==> src/rtl/mcs_di_bridge.sv <==
// MCS IO bus to DI terminal bus bridge.
// Carries one single-word read or write at a time from the MCS IO port to a DI
// terminal, with a terminal-ready timeout and a pulse for strobes that arrive
// while a transfer is already in flight.
//
// state    | meaning
// ---------+---------------------------------------------------------------
// IDLE     | waiting for an MCS read or write strobe
// RD_WAIT  | read mode up, request pulsed, waiting for di_read_rdy
// RD_XFER  | di_read pulse, capturing terminal data and status
// WR_WAIT  | write mode up, waiting for di_write_rdy
// WR_XFER  | di_write pulse, capturing terminal status
// RESP     | io_ready pulse back to the MCS
module mcs_di_bridge #(
  parameter int          DATA_WIDTH = 32,
  parameter int          ADDR_BITS  = 28,
  parameter int          TIMEOUT    = 1024,
  parameter logic [15:0] TO_STATUS  = 16'hFFFF
) (
  input  logic                  ifclk,
  input  logic                  reset,
  input  logic                  io_read_strobe,
  input  logic                  io_write_strobe,
  input  logic [31:0]           io_address,
  input  logic [DATA_WIDTH-1:0] io_write_data,
  output logic [DATA_WIDTH-1:0] io_read_data,
  output logic                  io_ready,
  input  logic [15:0]           mcs_term_addr,
  output logic [15:0]           mcs_transfer_status,
  output logic                  busy_drop,
  output logic                  timeout,
  output logic [15:0]           di_term_addr,
  output logic [31:0]           di_reg_addr,
  output logic [31:0]           di_len,
  output logic                  di_read_mode,
  output logic                  di_read_req,
  output logic                  di_read,
  input  logic                  di_read_rdy,
  input  logic [DATA_WIDTH-1:0] di_reg_datao,
  output logic                  di_write_mode,
  output logic                  di_write,
  input  logic                  di_write_rdy,
  output logic [DATA_WIDTH-1:0] di_reg_datai,
  input  logic [15:0]           di_transfer_status
);

  typedef enum logic [2:0] {
    ST_IDLE,
    ST_RD_WAIT,
    ST_RD_XFER,
    ST_WR_WAIT,
    ST_WR_XFER,
    ST_RESP
  } state_t;

  // Down-counter loaded with TIMEOUT-1 on accept; abort when it hits zero.
  localparam int            CW      = (TIMEOUT > 1) ? $clog2(TIMEOUT) : 1;
  localparam logic [CW-1:0] TO_LOAD = (TIMEOUT > 0) ? CW'(TIMEOUT - 1) : '0;

  state_t        state;
  logic [CW-1:0] wait_cnt;
  logic [31:0]   word_addr;
  logic          to_expired;

  assign word_addr  = {{(32 - ADDR_BITS){1'b0}}, io_address[ADDR_BITS+1:2]};
  assign to_expired = (TIMEOUT > 0) && (wait_cnt == '0);

  // Burst length is fixed at one word.
  assign di_len = 32'd1;

  // Transfer sequencer with registered outputs and latched request fields.
  always_ff @(posedge ifclk) begin
    if (reset) begin
      state               <= ST_IDLE;
      wait_cnt            <= '0;
      io_read_data        <= '0;
      io_ready            <= 1'b0;
      mcs_transfer_status <= '0;
      busy_drop           <= 1'b0;
      timeout             <= 1'b0;
      di_term_addr        <= '0;
      di_reg_addr         <= '0;
      di_read_mode        <= 1'b0;
      di_read_req         <= 1'b0;
      di_read             <= 1'b0;
      di_write_mode       <= 1'b0;
      di_write            <= 1'b0;
      di_reg_datai        <= '0;
    end else begin
      di_read_req <= 1'b0;
      di_read     <= 1'b0;
      di_write    <= 1'b0;
      io_ready    <= 1'b0;
      busy_drop   <= 1'b0;
      timeout     <= 1'b0;

      if (state != ST_IDLE && (io_read_strobe || io_write_strobe))
        busy_drop <= 1'b1;

      case (state)
        ST_IDLE: begin
          if (io_read_strobe) begin
            di_reg_addr  <= word_addr;
            di_term_addr <= mcs_term_addr;
            di_read_mode <= 1'b1;
            di_read_req  <= 1'b1;
            wait_cnt     <= TO_LOAD;
            state        <= ST_RD_WAIT;
            // read has priority; a coincident write is dropped
            if (io_write_strobe)
              busy_drop <= 1'b1;
          end else if (io_write_strobe) begin
            di_reg_addr   <= word_addr;
            di_term_addr  <= mcs_term_addr;
            di_reg_datai  <= io_write_data;
            di_write_mode <= 1'b1;
            wait_cnt      <= TO_LOAD;
            state         <= ST_WR_WAIT;
          end
        end

        ST_RD_WAIT: begin
          // di_read_req is high only in the first wait cycle, so rdy is
          // ignored until the terminal has seen the request.
          if (!di_read_req && di_read_rdy) begin
            di_read <= 1'b1;
            state   <= ST_RD_XFER;
          end else if (to_expired) begin
            io_ready            <= 1'b1;
            timeout             <= 1'b1;
            mcs_transfer_status <= TO_STATUS;
            io_read_data        <= '0;
            di_read_mode        <= 1'b0;
            state               <= ST_RESP;
          end else begin
            wait_cnt <= wait_cnt - 1'b1;
          end
        end

        ST_RD_XFER: begin
          io_read_data        <= di_reg_datao;
          mcs_transfer_status <= di_transfer_status;
          io_ready            <= 1'b1;
          di_read_mode        <= 1'b0;
          state               <= ST_RESP;
        end

        ST_WR_WAIT: begin
          if (di_write_rdy) begin
            di_write <= 1'b1;
            state    <= ST_WR_XFER;
          end else if (to_expired) begin
            io_ready            <= 1'b1;
            timeout             <= 1'b1;
            mcs_transfer_status <= TO_STATUS;
            io_read_data        <= '0;
            di_write_mode       <= 1'b0;
            state               <= ST_RESP;
          end else begin
            wait_cnt <= wait_cnt - 1'b1;
          end
        end

        ST_WR_XFER: begin
          mcs_transfer_status <= di_transfer_status;
          io_ready            <= 1'b1;
          di_write_mode       <= 1'b0;
          state               <= ST_RESP;
        end

        ST_RESP: begin
          state <= ST_IDLE;
        end

        default: begin
          state <= ST_IDLE;
        end
      endcase
    end
  end

endmodule

==> config.mk <==
export PLATFORM = sky130hd
export DESIGN_NAME = mcs_di_bridge
export DESIGN_NICKNAME = d
export VERILOG_FILES = /design/src/rtl/mcs_di_bridge.sv
export SDC_FILE = /design/constraint.sdc
export NUM_CORES = 1
export LEC_CHECK = 0
export ABC_CLOCK_PERIOD_IN_PS = 2020
export CORE_MARGIN = 3
export CORE_UTILIZATION = 35
export DETAILED_ROUTE_END_ITERATION = 6
export PLACE_DENSITY = 0.76
export SLEW_MARGIN = 20
export SYNTH_ARGS = -nofsm -noshare
export SYNTH_HDL_FRONTEND = slang
export SYNTH_SLANG_ARGS = --single-unit
==> constraint.sdc <==
create_clock -name ifclk -period 2.02 [get_ports ifclk]
set_clock_uncertainty 0.1 [all_clocks]
set_input_delay 0.606 -clock ifclk [delete_from_list [all_inputs] [get_ports ifclk]]
set_output_delay 0.606 -clock ifclk [all_outputs]
set_load 0.02 [all_outputs]
==> results.md, run 1 <==
* Synth warn at 0
* Distinct cells, synth at 50
* CTS Sinks at 145
* Clock Pin Slew Worst Setup and Hold Paths at 0.06 ns
* Mean post-synth cell area at 8.22 µm²
* Antenna cells at 0
* Final ANT Viol Nets at 0
* Initial antenna violation count at 0
* Worst-skew pair later-pin latency at 0.41 ns
* Starting density of the core at 36.4%
* Worst r2r src: wait_cnt[2]
* Max Fclk at 505 MHz
* Die area at 17600 µm²
* Cell count after synthesis at 685
* #FFs+latches synth at 145
* Most frequent cell after synthesis: nand2_1
* CTS tree: done
* Hold Path Origin: di_reg_addr[2]
* Worst setup SP type: primary input
* WHS Endpoint: di_reg_addr[2]
* WP data required at 2.25 ns
* Die Span Y at 133 µm
* Critical R2R Capture: wait_cnt[9]
* Largest net degree at the start of global routing at 42
* Fin crit period at 1.98 ns
* FP Rows at 45
* Setup Crit Path Kind: primary input to register
* Die span in x at 133 µm
* Post-synth EDFFs at 0
* Layout Nets at 1094
* Maximum fanout along the worst path at 5
* HP Class: register to register
* Power per cell area at 947 nW/µm²
* DRC at 0
* Crit path from: di_write_rdy
* TritonCTS Buffers at 17
* MaxCap Viol Count at 0
* Top-area cell type share of the netlist area at 51.5%
* Share of cells above drive strength 1 at 10.2%
* Final HPWL DP at 12600 µm
* Final hold vios at 0
* Status: finished clean
* R2r worst-path depth at 4
* Cell taking the most area after synthesis: dfxtp_1
* Port Buffers at 261
* Placeable Area at 15500 µm²
* Crit path DAT at 2.21 ns
* Setup crit end kind: register
* Max Transition Viols Final at 0
* Post-DR vias/cell at 4.74
* Vias at 5604
* Final core occ at 59.0%
* Iter 0 DRT Violations at 280
* Layout area overhead at 62.1%
* Tcrit/Tclk final at 98.0%
* Synth area leaders: dfxtp_1, nand2_1, a21oi_1, buf_4, clkbuf_1
* Post-synth ARST share at 0%
* Fin worst setup slack at 0.0406 ns
* VDD IR max at 762 µV
* # IOs at 302
* Vias in the first global route at 5252
* H-tree levels at 4
* # fillers at 1398
* WHS Path Cells at 2
* First-pass GRT wire length at 27200 µm
* R2r setup slk at 0.10 ns
* Slew @ Worst Pin at 0.566 ns
* GRT Util Overall at 19.1%
* Post-synth top cells: nand2_1, dfxtp_1, a21oi_1
* Final wirelength at 17700 µm
* Setup Viol. Count Final at 0
* GRT overflow at 0
* Register area share after synthesis at 51.5%
* Worst slew margin at 62.0%
* Wire length per cell at 15.0 µm
* RD Place Congestion at 0.834
* Setup WS pre-CTS at -0.436 ns
* 1st-pass router iterations at 5
* CTS Root Cell: clkbuf_16
* Predominant post-synthesis flop cell: dfxtp_1
* LEAKAGE at 4.03 nW
* Mapped Area at 5630 µm²
* CTS Buffer Depth at 2
## final cells by class
type	instances	area (µm²)	area share, %
multi-input cells	485	2430	26.6
flip-flops and latches	145	2900	31.8
inverters	5	18.8	0.206
clock buffers	19	443	4.85
well taps	211	264	2.89
repair buffers	305	2890	31.7
clock inverters	13	184	2.01
## timing repair
action | CTS | global route
setup buffers | 0 | 2
hold buffers | 0 | 0
pin swaps | 0 | 2
endpoints found under the setup margin | 165 | 42
endpoints found under the hold margin | 0 | 0
gates resized for setup | 133 | 6
## per-layer routing
metal  vias to the layer above  GRT usage [%]  routed length, µm
met4                         0           6.00                204
met2                       227           32.4               8690
met1                      2579           21.5               7020
met3                        14           8.59               1800
met5                         -              0                  0
li1                       2784              -                  -
## how the worst max path moves through the flow
stage | slack, ns | cells past startpoint | endpoint
after global placement | -0.41 | 5 | wait_cnt[7]
final | 0.04 | 5 | wait_cnt[4]
after CTS | 0.005 | 5 | wait_cnt[3]
after floorplan | 0.08 | 5 | mcs_transfer_status[0]
after detailed placement | -0.44 | 5 | wait_cnt[3]
after global routing | -0.02 | 5 | wait_cnt[4]
## kinds of logic (layout without fill, tap and decap cells)
| logic type | after synthesis | count (layout) | share of synthesized area [%] |
|---|---|---|---|
| buf+inv | 89 | 342 | 8.62 |
| flops | 145 | 145 | 51.5 |
| xor+xnor | 1 | 1 | 0.156 |
| other cells | 2 | 36 | 0.133 |
| fa+ha+maj | 1 | 1 | 0.222 |
| simple gates | 285 | 285 | 21.5 |
| compound gates | 162 | 162 | 17.8 |
## worst max-delay path, cell delays in order
cell and delay, ns:
clkdlybuf4s50_1 0.46, nand2_1 0.13, nand4_1 0.22, or4b_1 0.58
a221oi_2 0.22
## sequential cells by signal, summed over array words and instances, names as in the netlist, 3 cells and up
signal / count
io_read_data: 32
di_term_addr: 16
wait_cnt: 10
di_reg_addr: 28
state: 3
mcs_transfer_status: 16
di_reg_datai: 32
## power breakdown
part / switching [mW] / internal (mW)
Combinational: 1.13 / 0.899
Clock: 1.22 / 2.10
Sequential: 0.159 / 3.13
## cells in the final DEF (no fill, tap or decap), drive strengths merged, types with 7 or more instances in the layout
| cell | count |
|---|---|
| nor4 | 8 |
| clkdlybuf4s50 | 127 |
| a21oi | 116 |
| dfxtp | 145 |
| nor2 | 11 |
| buf | 45 |
| o21ai | 7 |
| conb | 36 |
| nand2 | 229 |
| inv | 7 |
| clkbuf | 19 |
| o221a | 16 |
| dlygate4sd2 | 132 |
## through the flow
step / hold WS (ns) / cells / TNS [ns] / cell area [µm²] / power [mW]
6_report: 0.349 / 1183 / 0 / 9130 / 8.65
5_1_grt: 0.364 / 1183 / -0.0160 / 9130 / 9.04
4_1_cts: 0.351 / 1181 / 0 / 9090 / 8.73
3_5_place_dp: 0.345 / 1149 / -36.30 / 8620 / 5.52
3_3_place_gp: 0.340 / 1149 / -34.47 / 8620 / 5.49
2_1_floorplan: 0.358 / 719 / 0 / 5760 / 4.44
Power figures use the tool's default switching activity.
==> run 2: changes to the inputs <==
Settings changed: SETUP_SLACK_MARGIN from default to 0.5, TNS_END_PERCENT from default to 5.
==> results.md, run 2 (synthesized netlist as in run 1, its figures left out) <==
* Status: finished clean (unchanged)
* Vias in the first global route at 5474 (was 5252)
* Share of cells above drive strength 1 at 15.7% (was 10.2%)
* GRT Util Overall at 19.7% (was 19.1%)
* Worst r2r src: wait_cnt[0] (was wait_cnt[2])
* Final Cell Area at 9470 µm² (was 9130 µm²)
* CTS tree: done (unchanged)
* Vias at 5699 (was 5604)
* First-pass GRT wire length at 28200 µm (was 27200 µm)
* Commonest non-fill, non-tap cell in the layout: nand2_1 (unchanged)
* Wire length per cell at 15.3 µm (was 15.0 µm)
* Die Span Y at 133 µm (unchanged)
* Worst-skew pair later-pin latency at 0.42 ns (was 0.41 ns)
* Placeable Area at 15500 µm² (unchanged)
* Clk pwr share at 36.2% (was 38.5%)
* WHS Path Cells at 2 (unchanged)
* Placed cell area at 8570 µm² (was 8620 µm²)
* Critical R2R Capture: io_read_data[23] (was wait_cnt[9])
* Die span in x at 133 µm (unchanged)
* R2r worst-path depth at 9 (was 4)
* DRC at 0 (unchanged)
* H-tree levels at 4 (unchanged)
* # IOs at 302 (unchanged)
* FP Rows at 45 (unchanged)
* HP Class: register to register (unchanged)
* Setup crit end kind: register (unchanged)
* Final ANT Viol Nets at 0 (unchanged)
* Worst setup SP type: register (was primary input)
* R2r setup slk at 0.14 ns (was 0.10 ns)
* Hold buffer count at CTS at 0 (unchanged)
* Psw at 2.60 mW (was 2.52 mW)
* 1st-pass router iterations at 4 (was 5)
* Final HPWL DP at 12500 µm (was 12600 µm)
* Post-DR vias/cell at 4.76 (was 4.74)
* Hold Path Origin: io_read_data[19] (was di_reg_addr[2])
* CTS Buffer Depth at 2 (unchanged)
* Max Fclk at 531 MHz (was 505 MHz)
* Fin worst setup slack at 0.137 ns (was 0.0406 ns)
* RD Place Congestion at 0.849 (was 0.834)
* Max Transition Viols Final at 0 (unchanged)
* CTS Root Cell: clkbuf_16 (unchanged)
* Initial antenna violation count at 0 (unchanged)
* Setup WS pre-CTS at -0.476 ns (was -0.436 ns)
* TritonCTS Buffers at 17 (unchanged)
* Crit path DAT at 2.09 ns (was 2.21 ns)
* WHS Endpoint: io_read_data[19] (was di_reg_addr[2])
* Fin cells at 1197 (was 1183)
* Tcrit/Tclk final at 93.2% (was 98.0%)
* VDD IR max at 714 µV (was 762 µV)
* LEAKAGE at 4.11 nW (was 4.03 nW)
* CTS Sinks at 145 (unchanged)
* Iter 0 DRT Violations at 230 (was 280)
* Internal Power at 6.03 mW (was 6.13 mW)
* Layout Nets at 1108 (was 1094)
* Power per cell area at 912 nW/µm² (was 947 nW/µm²)
* Fin crit period at 1.88 ns (was 1.98 ns)
* Final hold vios at 0 (unchanged)
* Final wirelength at 18300 µm (was 17700 µm)
* Port Buffers at 261 (unchanged)
* Clock Pin Slew Worst Setup and Hold Paths at 0.06 ns (about the same)
* WP data required at 2.23 ns (was 2.25 ns)
* Antenna cells at 0 (unchanged)
* Logic pwr share at 25.4% (was 23.5%)
* Starting density of the core at 36.4% (unchanged)
* Most frequent cells in the layout: nand2_1, dfxtp_1, clkdlybuf4s50_1 (was nand2_1, dfxtp_1, dlygate4sd2_1)
* Setup Crit Path Kind: register to register (was primary input to register)
* Dpl cells at 1142 (was 1149)
* Largest net degree at the start of global routing at 34 (was 42)
* Layout area overhead at 68.1% (was 62.1%)
* GRT overflow at 0 (unchanged)
* Switch share at 30.2% (was 29.1%)
* Setup Viol. Count Final at 0 (unchanged)
* MaxCap Viol Count at 0 (unchanged)
* Regs by FF count: di_reg_datai (32), io_read_data (32), di_reg_addr (28) (unchanged)
* RSZ-0062 raised after global routing: yes
* Crit path from: wait_cnt[0] (was di_write_rdy)
* Maximum fanout along the worst path at 8 (was 5)
* Die area at 17600 µm² (unchanged)
* Flop pwr share at 38.4% (was 38.0%)
## run 2: timing repair
item	4_1_cts	5_1_grt
gates cloned	4	2
setup buffers	15	2
pin swaps	7	10
hold endpoints to repair	0	0
gates resized for setup	230	19
endpoints found under the setup margin	274	273
## run 2: power by group through the flow
stage,clock network (mW),registers [mW],logic (mW)
floorplan,0,3.62,0.838
global placement,0,3.35,2.09
detailed placement,0,3.37,2.10
CTS,3.18,3.31,2.13
global route,3.31,3.35,2.37
finish,3.13,3.32,2.19
## run 2: worst max-delay path by stage
stage | endpoint | cells past startpoint
floorplan | wait_cnt[2] | 5
global placement | wait_cnt[7] | 5
detailed placement | wait_cnt[4] | 5
CTS | wait_cnt[1] | 4
global route | io_read_data[31] | 9
finish | io_read_data[23] | 9
## run 2: stage by stage
| step | util [%] | setup TNS (ns) | hold WS [ns] | power [mW] |
|---|---|---|---|---|
| after global placement | 55.3 | -35.46 | 0.340 | 5.44 |
| after global routing | 61.1 | 0 | 0.362 | 9.03 |
| after CTS | 60.2 | 0 | 0.348 | 8.62 |
| after floorplan | - | 0 | 0.358 | 4.45 |
| final | 61.1 | 0 | 0.346 | 8.64 |
| after detailed placement | 55.3 | -36.17 | 0.346 | 5.47 |
## run 2: worst max-delay path, stage by stage, from the launching register on
cell and delay [ns]:
dfxtp_2 0.33, inv_2 0.07, ha_4 0.13, nor4b_4 0.21
nand3b_1 0.23, buf_6 0.20, o21ai_4 0.17, buf_6 0.15
clkbuf_16 0.15, a21oi_1 0.04
## run 2: area by class of cell
type                       count  area, µm²
clock buffer                  22        454
multi-input combinational    486       2550
tap                          211        264
timing repair buffer         318       3130
inverter                       5       18.8
fill                        1381       6020
clock inverter                10        126
sequential                   145       2920
## run 2: metal layers
layer | share of wire (%) | wire (µm) | track usage (%)
met3 | 11 | 1970 | 9.35
met1 | 40 | 7290 | 22.6
met4 | 1.3 | 238 | 5.95
met5 | 0 | 0 | 0
met2 | 48 | 8830 | 32.7
